## src/rtl/mips_isa_pkg.sv

```systemverilog
// Shared MIPS ISA definitions for the decode/issue slice: widths, opcode and
// funct encodings, architectural register names and the ID/EX bundle payload.
package mips_isa_pkg;

  localparam int unsigned DATA_W     = 32;
  localparam int unsigned REG_ADDR_W = 5;
  localparam int unsigned NUM_REGS   = 32;
  localparam int unsigned OPCODE_W   = 6;
  localparam int unsigned FUNCT_W    = 6;
  localparam int unsigned IMM_W      = 16;

  // Primary opcodes (instr[31:26])
  localparam logic [OPCODE_W-1:0] OP_RTYPE = 6'h00;
  localparam logic [OPCODE_W-1:0] OP_J     = 6'h02;
  localparam logic [OPCODE_W-1:0] OP_JAL   = 6'h03;
  localparam logic [OPCODE_W-1:0] OP_BEQ   = 6'h04;
  localparam logic [OPCODE_W-1:0] OP_BNE   = 6'h05;
  localparam logic [OPCODE_W-1:0] OP_ADDI  = 6'h08;
  localparam logic [OPCODE_W-1:0] OP_SLTI  = 6'h0A;
  localparam logic [OPCODE_W-1:0] OP_ANDI  = 6'h0C;
  localparam logic [OPCODE_W-1:0] OP_ORI   = 6'h0D;
  localparam logic [OPCODE_W-1:0] OP_LUI   = 6'h0F;
  localparam logic [OPCODE_W-1:0] OP_LW    = 6'h23;
  localparam logic [OPCODE_W-1:0] OP_SW    = 6'h2B;

  // R-type function code for jump-register (reads rs, writes nothing)
  localparam logic [FUNCT_W-1:0] FUNCT_JR = 6'h08;

  localparam logic [REG_ADDR_W-1:0] REG_ZERO = 5'd0;
  localparam logic [REG_ADDR_W-1:0] REG_RA   = 5'd31;

  // ID/EX payload launched by the decode stage
  typedef struct packed {
    logic [OPCODE_W-1:0]   opcode;
    logic [FUNCT_W-1:0]    funct;
    logic [DATA_W-1:0]     rs_val;
    logic [DATA_W-1:0]     rt_val;
    logic [DATA_W-1:0]     imm;
    logic [REG_ADDR_W-1:0] dest;
    logic                  reg_write;
    logic                  illegal;
  } idex_bundle_t;

  // Sign-extend the 16-bit immediate field to operand width
  function automatic logic [DATA_W-1:0] sign_extend_imm(input logic [IMM_W-1:0] imm);
    return {{(DATA_W - IMM_W){imm[IMM_W-1]}}, imm};
  endfunction

endpackage

```

## src/rtl/instr_field_decode.sv

```systemverilog
// Purely combinational field decoder: maps an instruction word to its
// destination register, write enable, source usage and illegal flag.
module instr_field_decode
  import mips_isa_pkg::*;
(
  input  logic [DATA_W-1:0]     instr_i,
  output logic [REG_ADDR_W-1:0] dest_c_o,
  output logic                  write_c_o,
  output logic                  uses_rs_c_o,
  output logic                  uses_rt_c_o,
  output logic                  illegal_c_o
);

  logic [OPCODE_W-1:0]   opcode;
  logic [FUNCT_W-1:0]    funct;
  logic [REG_ADDR_W-1:0] rt_idx;
  logic [REG_ADDR_W-1:0] rd_idx;
  logic                  unused_fields;

  assign opcode        = instr_i[31:26];
  assign rt_idx        = instr_i[20:16];
  assign rd_idx        = instr_i[15:11];
  assign funct         = instr_i[5:0];
  // rs index, shamt and the low immediate bits do not affect control decode
  assign unused_fields = ^{instr_i[25:21], instr_i[10:6]};

  // Opcode table; a zero destination never produces a register write
  always_comb begin
    dest_c_o    = REG_ZERO;
    write_c_o   = 1'b0;
    uses_rs_c_o = 1'b0;
    uses_rt_c_o = 1'b0;
    illegal_c_o = 1'b0;
    case (opcode)
      OP_RTYPE: begin
        dest_c_o    = rd_idx;
        write_c_o   = (funct != FUNCT_JR);
        uses_rs_c_o = 1'b1;
        uses_rt_c_o = 1'b1;
      end
      OP_ADDI, OP_SLTI, OP_ANDI, OP_ORI, OP_LW: begin
        dest_c_o    = rt_idx;
        write_c_o   = 1'b1;
        uses_rs_c_o = 1'b1;
      end
      OP_LUI: begin
        dest_c_o  = rt_idx;
        write_c_o = 1'b1;
      end
      OP_SW, OP_BEQ, OP_BNE: begin
        uses_rs_c_o = 1'b1;
        uses_rt_c_o = 1'b1;
      end
      OP_J: begin
        write_c_o = 1'b0;
      end
      OP_JAL: begin
        dest_c_o  = REG_RA;
        write_c_o = 1'b1;
      end
      default: begin
        illegal_c_o = 1'b1;
      end
    endcase
    if (dest_c_o == REG_ZERO) begin
      write_c_o = 1'b0;
    end
  end

endmodule

```

## src/rtl/decode_issue_stage.sv

```systemverilog
// MIPS ID stage: decodes fetched instructions, reads operands from the
// register file, stalls on scoreboard hazards and launches a registered
// ID/EX bundle. Optional writeback bypass: define DECODE_WB_BYPASS_EN.
module decode_issue_stage
  import mips_isa_pkg::*;
(
  input  logic                  clk,
  input  logic                  reset,
  input  logic                  in_valid,
  input  logic [DATA_W-1:0]     in_instr,
  output logic                  in_ready,
  output logic [REG_ADDR_W-1:0] rf_raddr1,
  output logic [REG_ADDR_W-1:0] rf_raddr2,
  input  logic [DATA_W-1:0]     rf_rdata1,
  input  logic [DATA_W-1:0]     rf_rdata2,
  input  logic                  wb_en,
  input  logic [REG_ADDR_W-1:0] wb_reg,
  input  logic [DATA_W-1:0]     wb_data,
  input  logic                  flush,
  output logic                  out_valid,
  input  logic                  out_ready,
  output logic [OPCODE_W-1:0]   out_opcode,
  output logic [FUNCT_W-1:0]    out_funct,
  output logic [DATA_W-1:0]     out_rs_val,
  output logic [DATA_W-1:0]     out_rt_val,
  output logic [DATA_W-1:0]     out_imm,
  output logic [REG_ADDR_W-1:0] out_dest,
  output logic                  out_reg_write,
  output logic                  out_illegal
);

  logic [REG_ADDR_W-1:0] rs_idx;
  logic [REG_ADDR_W-1:0] rt_idx;
  logic [REG_ADDR_W-1:0] dec_dest;
  logic                  dec_write;
  logic                  dec_uses_rs;
  logic                  dec_uses_rt;
  logic                  dec_illegal;

  logic                  wb_live;
  logic                  byp_rs;
  logic                  byp_rt;
  logic                  byp_dest;
  logic [DATA_W-1:0]     rs_val;
  logic [DATA_W-1:0]     rt_val;
  logic                  hazard;
  logic                  issue;

  logic                  out_valid_q, out_valid_d;
  idex_bundle_t          bundle_q, bundle_d;
  logic [NUM_REGS-1:0]   pending_q, pending_d;

  assign rs_idx    = in_instr[25:21];
  assign rt_idx    = in_instr[20:16];
  assign rf_raddr1 = rs_idx;
  assign rf_raddr2 = rt_idx;

  instr_field_decode u_field_decode (
    .instr_i     (in_instr),
    .dest_c_o    (dec_dest),
    .write_c_o   (dec_write),
    .uses_rs_c_o (dec_uses_rs),
    .uses_rt_c_o (dec_uses_rt),
    .illegal_c_o (dec_illegal)
  );

  // A writeback to r0 is architecturally meaningless and ignored everywhere
  assign wb_live = wb_en && (wb_reg != REG_ZERO);

`ifdef DECODE_WB_BYPASS_EN
  // Same-cycle writeback satisfies a dependency directly
  assign byp_rs   = wb_live && (wb_reg == rs_idx);
  assign byp_rt   = wb_live && (wb_reg == rt_idx);
  assign byp_dest = wb_live && (wb_reg == dec_dest);
`else
  // Without bypass, a dependency waits until the register file holds the value
  logic unused_wb_data;
  assign unused_wb_data = ^wb_data;
  assign byp_rs         = 1'b0;
  assign byp_rt         = 1'b0;
  assign byp_dest       = 1'b0;
`endif

  // Operand select: r0 reads zero, then bypass, then register-file data
  always_comb begin
    rs_val = rf_rdata1;
    rt_val = rf_rdata2;
    if (rs_idx == REG_ZERO) begin
      rs_val = '0;
    end else if (byp_rs) begin
      rs_val = wb_data;
    end
    if (rt_idx == REG_ZERO) begin
      rt_val = '0;
    end else if (byp_rt) begin
      rt_val = wb_data;
    end
  end

  // RAW on either used source, or WAW on the destination, blocks issue
  always_comb begin
    hazard = 1'b0;
    if (dec_uses_rs && (rs_idx != REG_ZERO) && pending_q[rs_idx] && !byp_rs) begin
      hazard = 1'b1;
    end
    if (dec_uses_rt && (rt_idx != REG_ZERO) && pending_q[rt_idx] && !byp_rt) begin
      hazard = 1'b1;
    end
    if (dec_write && pending_q[dec_dest] && !byp_dest) begin
      hazard = 1'b1;
    end
  end

  assign in_ready = (!out_valid_q || out_ready) && !hazard && !flush;
  assign issue    = in_valid && in_ready;

  // Output register: flush kills, issue loads, accepted bundle drains, else hold
  always_comb begin
    out_valid_d = out_valid_q;
    bundle_d    = bundle_q;
    if (flush) begin
      out_valid_d = 1'b0;
    end else if (issue) begin
      out_valid_d        = 1'b1;
      bundle_d.opcode    = in_instr[31:26];
      bundle_d.funct     = in_instr[5:0];
      bundle_d.rs_val    = rs_val;
      bundle_d.rt_val    = rt_val;
      bundle_d.imm       = sign_extend_imm(in_instr[15:0]);
      bundle_d.dest      = dec_dest;
      bundle_d.reg_write = dec_write;
      bundle_d.illegal   = dec_illegal;
    end else if (out_ready) begin
      out_valid_d = 1'b0;
    end
  end

  // Scoreboard: retire and flush clear first so a same-cycle issue set wins
  always_comb begin
    pending_d = pending_q;
    if (wb_live) begin
      pending_d[wb_reg] = 1'b0;
    end
    if (flush && out_valid_q && bundle_q.reg_write) begin
      pending_d[bundle_q.dest] = 1'b0;
    end
    if (issue && dec_write) begin
      pending_d[dec_dest] = 1'b1;
    end
    pending_d[REG_ZERO] = 1'b0;
  end

  // State registers
  always_ff @(posedge clk or negedge reset) begin
    if (!reset) begin
      out_valid_q <= 1'b0;
      bundle_q    <= '0;
      pending_q   <= '0;
    end else begin
      out_valid_q <= out_valid_d;
      bundle_q    <= bundle_d;
      pending_q   <= pending_d;
    end
  end

  assign out_valid     = out_valid_q;
  assign out_opcode    = bundle_q.opcode;
  assign out_funct     = bundle_q.funct;
  assign out_rs_val    = bundle_q.rs_val;
  assign out_rt_val    = bundle_q.rt_val;
  assign out_imm       = bundle_q.imm;
  assign out_dest      = bundle_q.dest;
  assign out_reg_write = bundle_q.reg_write;
  assign out_illegal   = bundle_q.illegal;

endmodule

```

## config.mk

```make
export PLATFORM = sky130hd
export DESIGN_NAME = decode_issue_stage
export DESIGN_NICKNAME = d
export VERILOG_FILES = /design/src/rtl/mips_isa_pkg.sv /design/src/rtl/instr_field_decode.sv /design/src/rtl/decode_issue_stage.sv
export SDC_FILE = /design/constraint.sdc
export NUM_CORES = 1
export LEC_CHECK = 0
export BUFFER_PORTS_ARGS = -buffer_cell sky130_fd_sc_hd__buf_2
export CAP_MARGIN = 40
export CELL_PAD_IN_SITES_DETAIL_PLACEMENT = 1
export CELL_PAD_IN_SITES_GLOBAL_PLACEMENT = 2
export CORE_UTILIZATION = 27
export CTS_CLUSTER_DIAMETER = 50
export DETAILED_ROUTE_END_ITERATION = 10
export PLACE_DENSITY = 0.77
export SETUP_SLACK_MARGIN = 0.02
export SYNTH_ARGS = -nofsm -noshare
export SYNTH_HDL_FRONTEND = slang
export SYNTH_SLANG_ARGS = --single-unit
```

## constraint.sdc

```tcl
create_clock -name clk -period 3.06 [get_ports clk]
set_clock_uncertainty 0.2 [all_clocks]
set_input_delay 0 -clock clk [delete_from_list [all_inputs] [get_ports clk]]
set_output_delay 0 -clock clk [all_outputs]
set_load 0.02 [all_outputs]
```

==> reports/metrics.cfg, run 1 <==
[die]
start_util_pct=27.39
die_h_um=164.4
die-area_mm2=0.02701
std_cell_rows=59
pin_count=266
fp.dieW_um=164.4
coreArea_mm2=0.02598

[grt]
met1_usage_pct=25.77
grt_pass1_vias=7591
grt_max_degree=53
global_route.usage.met3_pct=2.803
grt_use_met2_pct=36.59
antenna_found_initial=0
grt-ovfl-total=0
track_usage_pct=20.92
grt_pass1_wl_um=42920
top_usage_layer=met2

[flow_run]
cap_violations=0

[synthesis]
synthDistinctLibCells=60
syn-cell-area_mm2=0.007117
syn_avg_cell_area_um2=10.17
yosysTopAreaCellShare_pct=43.95
async_reset_ff_share_pct=100.0
seq_area_frac_synth_pct=43.95
ys.flop_type=dfrtp_1
synthTopCellsByArea=dfrtp_1 (44%), mux2i_1 (11%), nand2_1 (6.2%)
ys_seq_elements=125
yosysWarnings=0
synth_area_leader_cell=dfrtp_1
synthCells=700
synth_edf_count=0
synth_fp_nets=839

[clock_network]
clock-sinks=125
cts_inserted_buffers=17
cts_root_buf=clkbuf_16
tritoncts=yes
cts_max_path_buffers=2
h-tree-depth=4
clkLatencyLatePin_ps=430
clkTransAtPathRegs_ps=60

[timing]
fin_ws_ps=-77.10
setup_violations=72
tightest_slew_ps=629.2
rsz0062_at_grt=yes
period_share_pct=102.5
fin_crit_ps=3137
drv_slew=0
fmax_ghz=0.3188
slew_headroom_pct=57.73
timing.final.hold_violations=0

[cells_and_area]
area_growth_pct=60.79
antenna_cells=0
final_layout_size_suffix_gt1_share_pct=42.48
layout_commonest_cell=buf_2
nets=1263
fillCellCount=2968
utilization_pct=44.04
final_cell_mix=buf_2 (231), dfrtp_1 (125), nand2_1 (117)

[place]
hpwl_um=19570
pre_cts_ws_ps=-241.2
port_buffers=233
gp_congestion=0.8656

[worst_setup_path]
crit_chain=mux2i_1, mux4_2, mux4_2, a211o_1, and4b_1, and2_4, o31ai_4, buf_12, buf_12, buf_12, mux2i_2
slowest_delay_ps=480
worst_setup_path_start_kind=flop
cpMaxStageDelayCell=mux4_2
end_kind=flop
worst_ep_arrival_time_ps=3280
cp_max_fo=8
cp.required_ps=3200
critPathKind=flop to flop
path_common_cell=buf_12

[drt]
wire_per_inst_um=19.69
vias=7273
final_antenna_net_count=0
drt_iter0_drc=410
viasPerCell=4.941
drc=0
drt-pass1-iter-count=4
routed_wl_um=28990

[outcome]
status=finished with violations
violations=setup timing

[power_and_ir_drop]
p_leak_uw=0.005902
power_density_mw_per_mm2=499.6
ir_worst_vdd_uv=307.6
power.total_uw=5718

[hold_path]
min_path_type=primary input to flop

critical path: cells and delay by family, from the launching register on:
family	cells	cell delay [ps]
muxes	4	1250
buffers and inverters	3	500
DFF	1	390
and+or+nand+nor	2	370
AOI/OAI and AO/OA	2	320
flip-flops by register name, summed over array words and instances (netlist names):
register and flops:
out_valid 1, pending_q 31, out_reg_write 1, out_imm 11
out_opcode 6, out_rt_val 32, out_dest 5, out_rs_val 32
out_illegal 1, out_funct 5
cells in the mapped netlist (all sizes together) (4+ instances only):
| library cell | instances |
|---|---|
| a32oi | 4 |
| mux2i | 76 |
| nor3 | 11 |
| nand3 | 11 |
| o21ai | 34 |
| or3 | 6 |
| clkbuf | 18 |
| nor2 | 17 |
| dfrtp | 125 |
| mux4 | 17 |
| mux2 | 29 |
| buf | 53 |
| a21oi | 9 |
| inv | 76 |
| a211oi | 8 |
| nand2 | 117 |
| o31ai | 5 |
| o221ai | 32 |
| nand3b | 10 |
worst paths after layout:
check,to,depth (start not counted),slack [ps],startpoint
hold / removal,pending_q[20]$_DFF_PN0_,4,60,wb_en
hold reg to reg,out_illegal$_DFFE_PN0P_,1,290,out_illegal$_DFFE_PN0P_
max in group asynchronous,out_opcode[1]$_DFFE_PN0P_,4,1690,reset
min in group asynchronous,out_rt_val[11]$_DFFE_PN0P_,4,490,reset
setup reg to reg,out_rs_val[6]$_DFFE_PN0P_,11,-80,pending_q[3]$_DFF_PN0_
setup / recovery,out_rs_val[6]$_DFFE_PN0P_,11,-80,pending_q[3]$_DFF_PN0_
timing repair:
item | 4_1_cts | 5_1_grt
hold buffers | 103 | 0
resized for setup | 26 | 66
hold endpoints to repair | 216 | 0
cloned | 3 | 2
setup buffers | 12 | 3
pin swaps | 2 | 7
setup endpoints to repair | 90 | 122
report_power, final:
group / switching (uW) / total, uW / internal [uW] / leakage [uW]
clock network: 913 / 1990 / 1080 / 0.000274
logic: 977 / 1670 / 697 / 0.00409
registers: 157 / 2050 / 1890 / 0.00154
per-stage QoR:
| stage | cells | TNS (ps) | hold slack [ps] | instance area [um^2] |
|---|---|---|---|---|
| global route | 1472 | -11200 | 85.02 | 11440 |
| floorplan | 700 | 0 | -495.6 | 7117 |
| detailed placement | 1317 | -11650 | -157.4 | 9275 |
| CTS | 1467 | -1418 | 49.75 | 11180 |
| finish | 1472 | -2320 | 64.74 | 11440 |
| global placement | 1317 | -11380 | -157.1 | 9275 |
logic make-up after synthesis:
family,Yosys count,synth area share [%]
buf+inv,147,10.58
flops,125,43.95
simple gates,192,12.27
mux,122,20.66
compound gates,114,12.54
area by class of cell:
| class | count | area [um^2] | area share, % |
|---|---|---|---|
| timing repair buffer | 476 | 3583 | 31.31 |
| sequential | 125 | 3128 | 27.33 |
| multi-input combinational | 428 | 3450 | 30.14 |
| tap | 335 | 419.2 | 3.663 |
| clock buffer | 17 | 425.4 | 3.717 |
| inverter | 76 | 285.3 | 2.493 |
| clock inverter | 15 | 152.6 | 1.334 |
layer usage:
metal | vias up | routed length (um)
met5 | - | 0
met4 | 0 | 864
met3 | 63 | 1340
met2 | 266 | 14900
met1 | 3663 | 11880
li1 | 3281 | -
No activity file was read; power rests on OpenSTA's default activity.
==> inputs of run 2 (changes only) <==
BUFFER_PORTS_ARGS = default   (was -buffer_cell sky130_fd_sc_hd__buf_2)
CORE_UTILIZATION = 30   (was 27)
DONT_BUFFER_PORTS = 1   (was default)
PLACE_DENSITY = 0.65   (was 0.77)
clock period = 3.64 ns   (was 3.06 ns; I/O delays follow)
==> reports/metrics.cfg, run 2 (synthesis gave the netlist of run 1 again) <==
[timing]
fin_ws_ps=122.0  ; +199.1 ps
setup_violations=0  ; -100%
slew_headroom_pct=40.04  ; -18 points
setup-tns-final_ps=0  ; +2320 ps
tightest_slew_ps=892.6  ; +263.4 ps
rsz0062_at_grt=no
period_share_pct=96.65  ; -5.9 points
fmax_ghz=0.2843  ; -11%
timing.final.hold_violations=5  ; +5
drv_slew=0  ; unchanged
fin_crit_ps=3518  ; +380.9 ps
hold_ws_ps=-27.68  ; -92.42 ps

[power_and_ir_drop]
intPower_uw=2969  ; -19%
swShare_pct=33.68  ; -2.1 points
p_leak_uw=0.004247  ; -28%
power_density_mw_per_mm2=491.9  ; -1.6%
ir_worst_vdd_uv=208.5  ; -32%
power_frac_clock_pct=39.8  ; +4.9 points
pwr-share-comb_pct=14.1  ; -15 points
seqPwrFrac_pct=46.1  ; +10 points
switching_power_uw=1508  ; -26%

[grt]
grt-ovfl-total=0  ; unchanged
top_usage_layer=met2
grt_use_met2_pct=37.63  ; +1.0 points
antenna_found_initial=0  ; unchanged
grt_max_degree=126  ; +140%
global_route.usage.met3_pct=4.611  ; +1.8 points
track_usage_pct=21.44  ; +0.52 points
grt_pass1_wl_um=39000  ; -9.1%
grt_pass1_vias=6541  ; -14%
met1_usage_pct=24.84  ; -0.93 points

[worst_setup_path]
worst_setup_path_start_kind=flop
critPathKind=flop to flop
critPathLaunch=pending_q[7]$_DFF_PN0_
endpoint=out_rt_val[23]$_DFFE_PN0P_
r2r_end=out_rt_val[23]$_DFFE_PN0P_
reg2reg_depth=10  ; -1
cp.required_ps=3780  ; +580 ps
rrSetupSlack_ps=120  ; +200 ps
worst_ep_arrival_time_ps=3650  ; +370 ps
cp_max_fo=45  ; +37
reg2reg_from=pending_q[7]$_DFF_PN0_
end_kind=flop

[drt]
wire_per_inst_um=23.32  ; +18%
viasPerCell=5.457  ; +10%
drc=0  ; unchanged
routed_wl_um=25910  ; -11%
vias=6063  ; -17%
drt_iter0_drc=519  ; +27%
drt-pass1-iter-count=5  ; +1
final_antenna_net_count=0  ; unchanged

[clock_network]
h-tree-depth=4  ; unchanged
cts_max_path_buffers=2  ; unchanged
tritoncts=yes
clkLatencyLatePin_ps=420  ; about the same
clock-sinks=125  ; unchanged
clkTransAtPathRegs_ps=70  ; about the same
cts_root_buf=clkbuf_16
cts_inserted_buffers=17  ; unchanged

[die]
std_cell_rows=55  ; -6.8%
coreArea_mm2=0.02298  ; -12%
die_h_um=156.0  ; -5.1%
fp.dieW_um=156.0  ; -5.1%
start_util_pct=30.96  ; +3.6 points
pin_count=266  ; unchanged
die-area_mm2=0.02434  ; -9.9%

[cells_and_area]
final_cell_mix=dfrtp_1 (124), nand2_1 (117), dlygate4sd3_1 (114)
fillCellCount=2558  ; -14%
seq_area_mm2=0.003132  ; +0.12%
layout_commonest_cell=dfrtp_1
multiInputGateArea_mm2=0.003251  ; -5.8%
nets=925  ; -27%
design_area_mm2=0.009100  ; -20%
antenna_cells=0  ; unchanged
final_layout_size_suffix_gt1_share_pct=12.03  ; -30 points
area_growth_pct=27.87

[place]
gp_congestion=0.8112  ; -6.3%
dpl_cell_area_mm2=0.007307  ; -21%
port_buffers=0  ; -100%
hpwl_um=17280  ; -12%
pre_cts_ws_ps=211.3  ; +452.5 ps

[outcome]
status=finished with violations
violations=hold timing

[flow_run]
cap_violations=0  ; unchanged

[hold_path]
min_path_type=primary input to asynchronous set/reset pin

-- run 2: through the flow --
| step | hold WS, ps | util [%] | total power (uW) | std cells |
|---|---|---|---|---|
| after floorplan | -495.6 | - | 2473 | 700 |
| final | -27.68 | 39.59 | 4476 | 1111 |
| after detailed placement | -491.7 | 31.79 | 2564 | 965 |
| after global placement | -491.0 | 31.61 | 2511 | 963 |
| after global routing | 54.05 | 39.59 | 4663 | 1111 |
| after CTS | 2.178 | 39.53 | 4509 | 1111 |
-- run 2: what timing repair did --
action / in CTS / in global routing
gates resized for setup: 0 / 4
setup endpoints to repair: 0 / 15
buffers inserted: 0 / 0
endpoints found under the hold margin: 257 / 0
hold buffers: 115 / 0
-- run 2: cell type report --
| cell class | count | share of cell area [%] |
|---|---|---|
| Timing Repair Buffer | 138 | 15.73 |
| Clock buffer | 17 | 4.675 |
| Sequential cell | 125 | 34.41 |
| Clock inverter | 14 | 2.021 |
| Inverter | 76 | 3.135 |
| Tap cell | 313 | 4.304 |
| Multi-Input combinational cell | 428 | 35.72 |
-- run 2: how the worst min path moves through the flow --
| stage | start | end | slack, ps | depth (start not counted) |
|---|---|---|---|---|
| 3_3_place_gp | reset | out_imm[11]$_DFFE_PN0P_ | -490 | 0 |
| 4_1_cts | in_instr[26] | out_illegal$_DFFE_PN0P_ | 2 | 5 |
| 5_1_grt | reset | out_imm[15]$_DFFE_PN0P_ | 50 | 2 |
| 2_1_floorplan | reset | out_dest[0]$_DFFE_PN0P_ | -500 | 0 |
| 6_report | reset | out_imm[15]$_DFFE_PN0P_ | -30 | 2 |
| 3_5_place_dp | reset | out_imm[11]$_DFFE_PN0P_ | -490 | 0 |
-- run 2: routing by layer --
layer  wire [um]  vias to the layer above
li1            -                     2608
met1       10100                     3093
met2       13230                      299
met3        1726                       63
met4         856                        0
met5           0                        -
-- run 2: power by group through the flow --
stage / registers (uW) / logic (uW) / clock network [uW]
after CTS: 2060 / 628 / 1820
after floorplan: 1980 / 496 / 0
final: 2060 / 632 / 1780
after global placement: 2110 / 397 / 0
after detailed placement: 2090 / 477 / 0
after global routing: 2090 / 699 / 1870
-- run 2: worst max-delay path, stage by stage, from the launching register on --
cell and delay [ps]:
dfrtp_1 440, mux2i_1 110, mux4_2 500, mux4_2 500, a211o_1 240, and4b_1 290
and2_1 240, o31ai_4 90, buf_12 300, buf_4 240, mux2i_1 230
==> inputs of run 3 (changes only) <==
ABC_AREA = 1   (was default)
CORE_UTILIZATION = 37   (was 30)
PLACE_DENSITY = 0.85   (was 0.65)
REMOVE_ABC_BUFFERS = 1   (was default)
==> reports/metrics.cfg, run 3 <==
[place]
hpwl_um=16280  ; -5.8%
gp_congestion=0.8537  ; +5.2%
port_buffers=0  ; unchanged
dp.cells=1113  ; +15%

[clock_network]
cts_root_buf=clkbuf_16
clkTransAtPathRegs_ps=60  ; about the same
h-tree-depth=4  ; unchanged
clkLatencyLatePin_ps=430  ; about the same
tritoncts=yes
cts_max_path_buffers=2  ; unchanged
cts_setup_buffers=0  ; unchanged
cts_inserted_buffers=17  ; unchanged
clock-sinks=125  ; unchanged

[drt]
routed_wl_um=27010  ; +4.2%
drt-pass1-iter-count=4  ; -1
drt_iter0_drc=543  ; +4.6%
vias=7004  ; +16%
viasPerCell=5.375  ; -1.5%
wire_per_inst_um=20.73  ; -11%
final_antenna_net_count=0  ; unchanged
drc=0  ; unchanged

[power_and_ir_drop]
ir_worst_vdd_uv=332.3  ; +59%
power_density_mw_per_mm2=484.4  ; -1.5%
p_leak_uw=0.004292  ; +1.1%

[grt]
grt-ovfl-total=0  ; unchanged
grt_max_degree=126  ; unchanged
antenna_found_initial=0  ; unchanged
grt_pass1_vias=7464  ; +14%
track_usage_pct=28.37  ; +6.9 points
grt_pass1_wl_um=42610  ; +9.3%

[cells_and_area]
final_cell_mix=nand2_1 (322), dlygate4sd3_1 (155), dfrtp_1 (124)
final_layout_size_suffix_gt1_share_pct=7.397  ; -4.6 points
instances_no_fill=1303  ; +17%
area_growth_pct=30.99
layout_commonest_cell=nand2_1
nets=1194  ; +29%

[synthesis]
syn-cell-area_mm2=0.007033  ; -1.2%
synthDistinctLibCells=36  ; -40%
synth_common_cells=nand2_1 (322), dfrtp_1 (125), o21ai_1 (77)
synthTopCellsByArea=dfrtp_1 (44%), nand2_1 (17%), o21ai_1 (5.5%)
synth_edf_count=0  ; unchanged
synthCells=938  ; +34%
seq_area_frac_synth_pct=44.48  ; +0.52 points
ys.flop_type=dfrtp_1
yosysWarnings=0  ; unchanged
ys_seq_elements=125  ; unchanged
yosysTopAreaCellShare_pct=44.48  ; +0.52 points
synth_area_leader_cell=dfrtp_1
syn_avg_cell_area_um2=7.498  ; -26%
async_reset_ff_share_pct=100.0  ; unchanged
yosysMostFrequentCell=nand2_1

[timing]
setup-tns-final_ps=0  ; unchanged
rsz0062_at_grt=yes
slew_headroom_pct=47.42  ; +7.4 points
period_share_pct=93.58  ; -3.1 points
fmax_ghz=0.2936  ; +3.3%
drv_slew=0  ; unchanged
setup_violations=0  ; unchanged
hold_ws_ps=-59.47  ; -31.79 ps
tightest_slew_ps=785.8  ; -106.8 ps
fin_crit_ps=3406  ; -111.8 ps
timing.final.hold_violations=13  ; +8

[die]
coreArea_mm2=0.01864  ; -19%
fp.dieW_um=139.9  ; -10%
pin_count=266  ; unchanged
die-area_mm2=0.01956  ; -20%
die_h_um=139.9  ; -10%
std_cell_rows=50  ; -9.1%
start_util_pct=37.72  ; +6.8 points

[worst_setup_path]
cp_max_fo=23  ; -49%
end_kind=flop
worst_setup_path_start_kind=primary input
critPathKind=primary input to flop
cp.required_ps=3800  ; +20 ps
worst_ep_arrival_time_ps=3570  ; -80 ps

[flow_run]
cap_violations=0  ; unchanged

[hold_path]
min_path_type=primary input to asynchronous set/reset pin

[outcome]
status=finished with violations
violations=hold timing

[run 3: changes by cell type after synthesis, moves of 24 or more]
| cell | delta |
|---|---|
| mux2_1 | -24 |
| a21oi_1 | +51 |
| o221ai_1 | -32 |
| mux2i_1 | -76 |
| o21bai_1 | +31 |
| nand3_1 | +28 |
| o21ai_0 | +29 |
| o21ai_1 | +76 |
| nand2_1 | +205 |
[run 3: timing repair]
item	CTS	global route
endpoints found under the setup margin	0	11
endpoints found under the hold margin	260	0
gates resized for setup	0	11
hold buffers	156	0
[run 3: report_power, final]
part           total, uW  internal (uW)  leakage [uW]  switching [uW]
clock network       1680            907      0.000273             773
logic                735            309       0.00241             426
registers           2050           1590       0.00160             460
[run 3: kinds of logic (layout without fill, tap and decap cells)]
kind of cell           after synthesis  count (layout)  synth area share (%)
AO/OA/AOI/OAI                      246             246                 19.62
buffers and inverters              142             271                 10.71
flip-flops                         125             125                 44.48
other                                0               1                     0
AND/OR/NAND/NOR                    425             426                 25.19
[run 3: critical path: stages]
cell           delay [ps]
dlygate4sd3_1         630
nor2_1                250
nand2_1               100
nor2_2                240
nand2_1                90
nand2_1               110
a21oi_4                80
inv_2                 110
nand2_1                90
nor2_2                270
nand2_1                90
nand2_1                70
nor2_1                 70
nand3_2               140
nand3_4               200
buf_6                 260
o21ai_1               190
dlygate4sd3_1         570
[run 3: area by class of cell]
class                           count  area, um^2
Inverter                           68       257.7
Antenna cell                        1       2.502
Multi-Input combinational cell    672        3198
Tap cell                          234       292.8
Timing Repair Buffer              171        1753
Fill cell                        2211        9430
Clock buffer                       17       425.4
Clock inverter                     15       151.4
Sequential cell                   125        3132
[run 3: through the flow]
step	total power, uW	util, %	instance area [um^2]	setup WS, ps
2_1_floorplan	2364	-	6535	119.2
3_3_place_gp	2510	37.41	6974	699.5
3_5_place_dp	2547	37.56	7002	645.5
4_1_cts	4431	49.12	9158	21.91
5_1_grt	4645	49.40	9210	0.3348
6_report	4463	49.42	9213	233.8
[run 3: final timing paths]
kind / start / to / slack, ps / depth (start not counted)
worst max-delay path: in_instr[28] / out_rs_val[1]$_DFFE_PN0P_ / 230 / 18
worst min-delay path: reset / out_illegal$_DFFE_PN0P_ / -60 / 2
worst max register to register: pending_q[31]$_DFF_PN0_ / out_rs_val[19]$_DFFE_PN0P_ / 340 / 10
worst min register to register: out_opcode[0]$_DFFE_PN0P_ / out_opcode[0]$_DFFE_PN0P_ / 420 / 2
max in group asynchronous: reset / pending_q[9]$_DFF_PN0_ / 2720 / 2
min in group clk: in_instr[11] / out_dest[0]$_DFFE_PN0P_ / -60 / 4
[run 3: layer usage]
layer / vias up / track usage (%) / wire length (um)
li1: 3299 / - / -
met1: 3428 / 33.92 / 11080
met2: 232 / 50.13 / 13860
met3: 45 / 5.609 / 1422
met4: 0 / 10.70 / 646
met5: - / 0 / 0
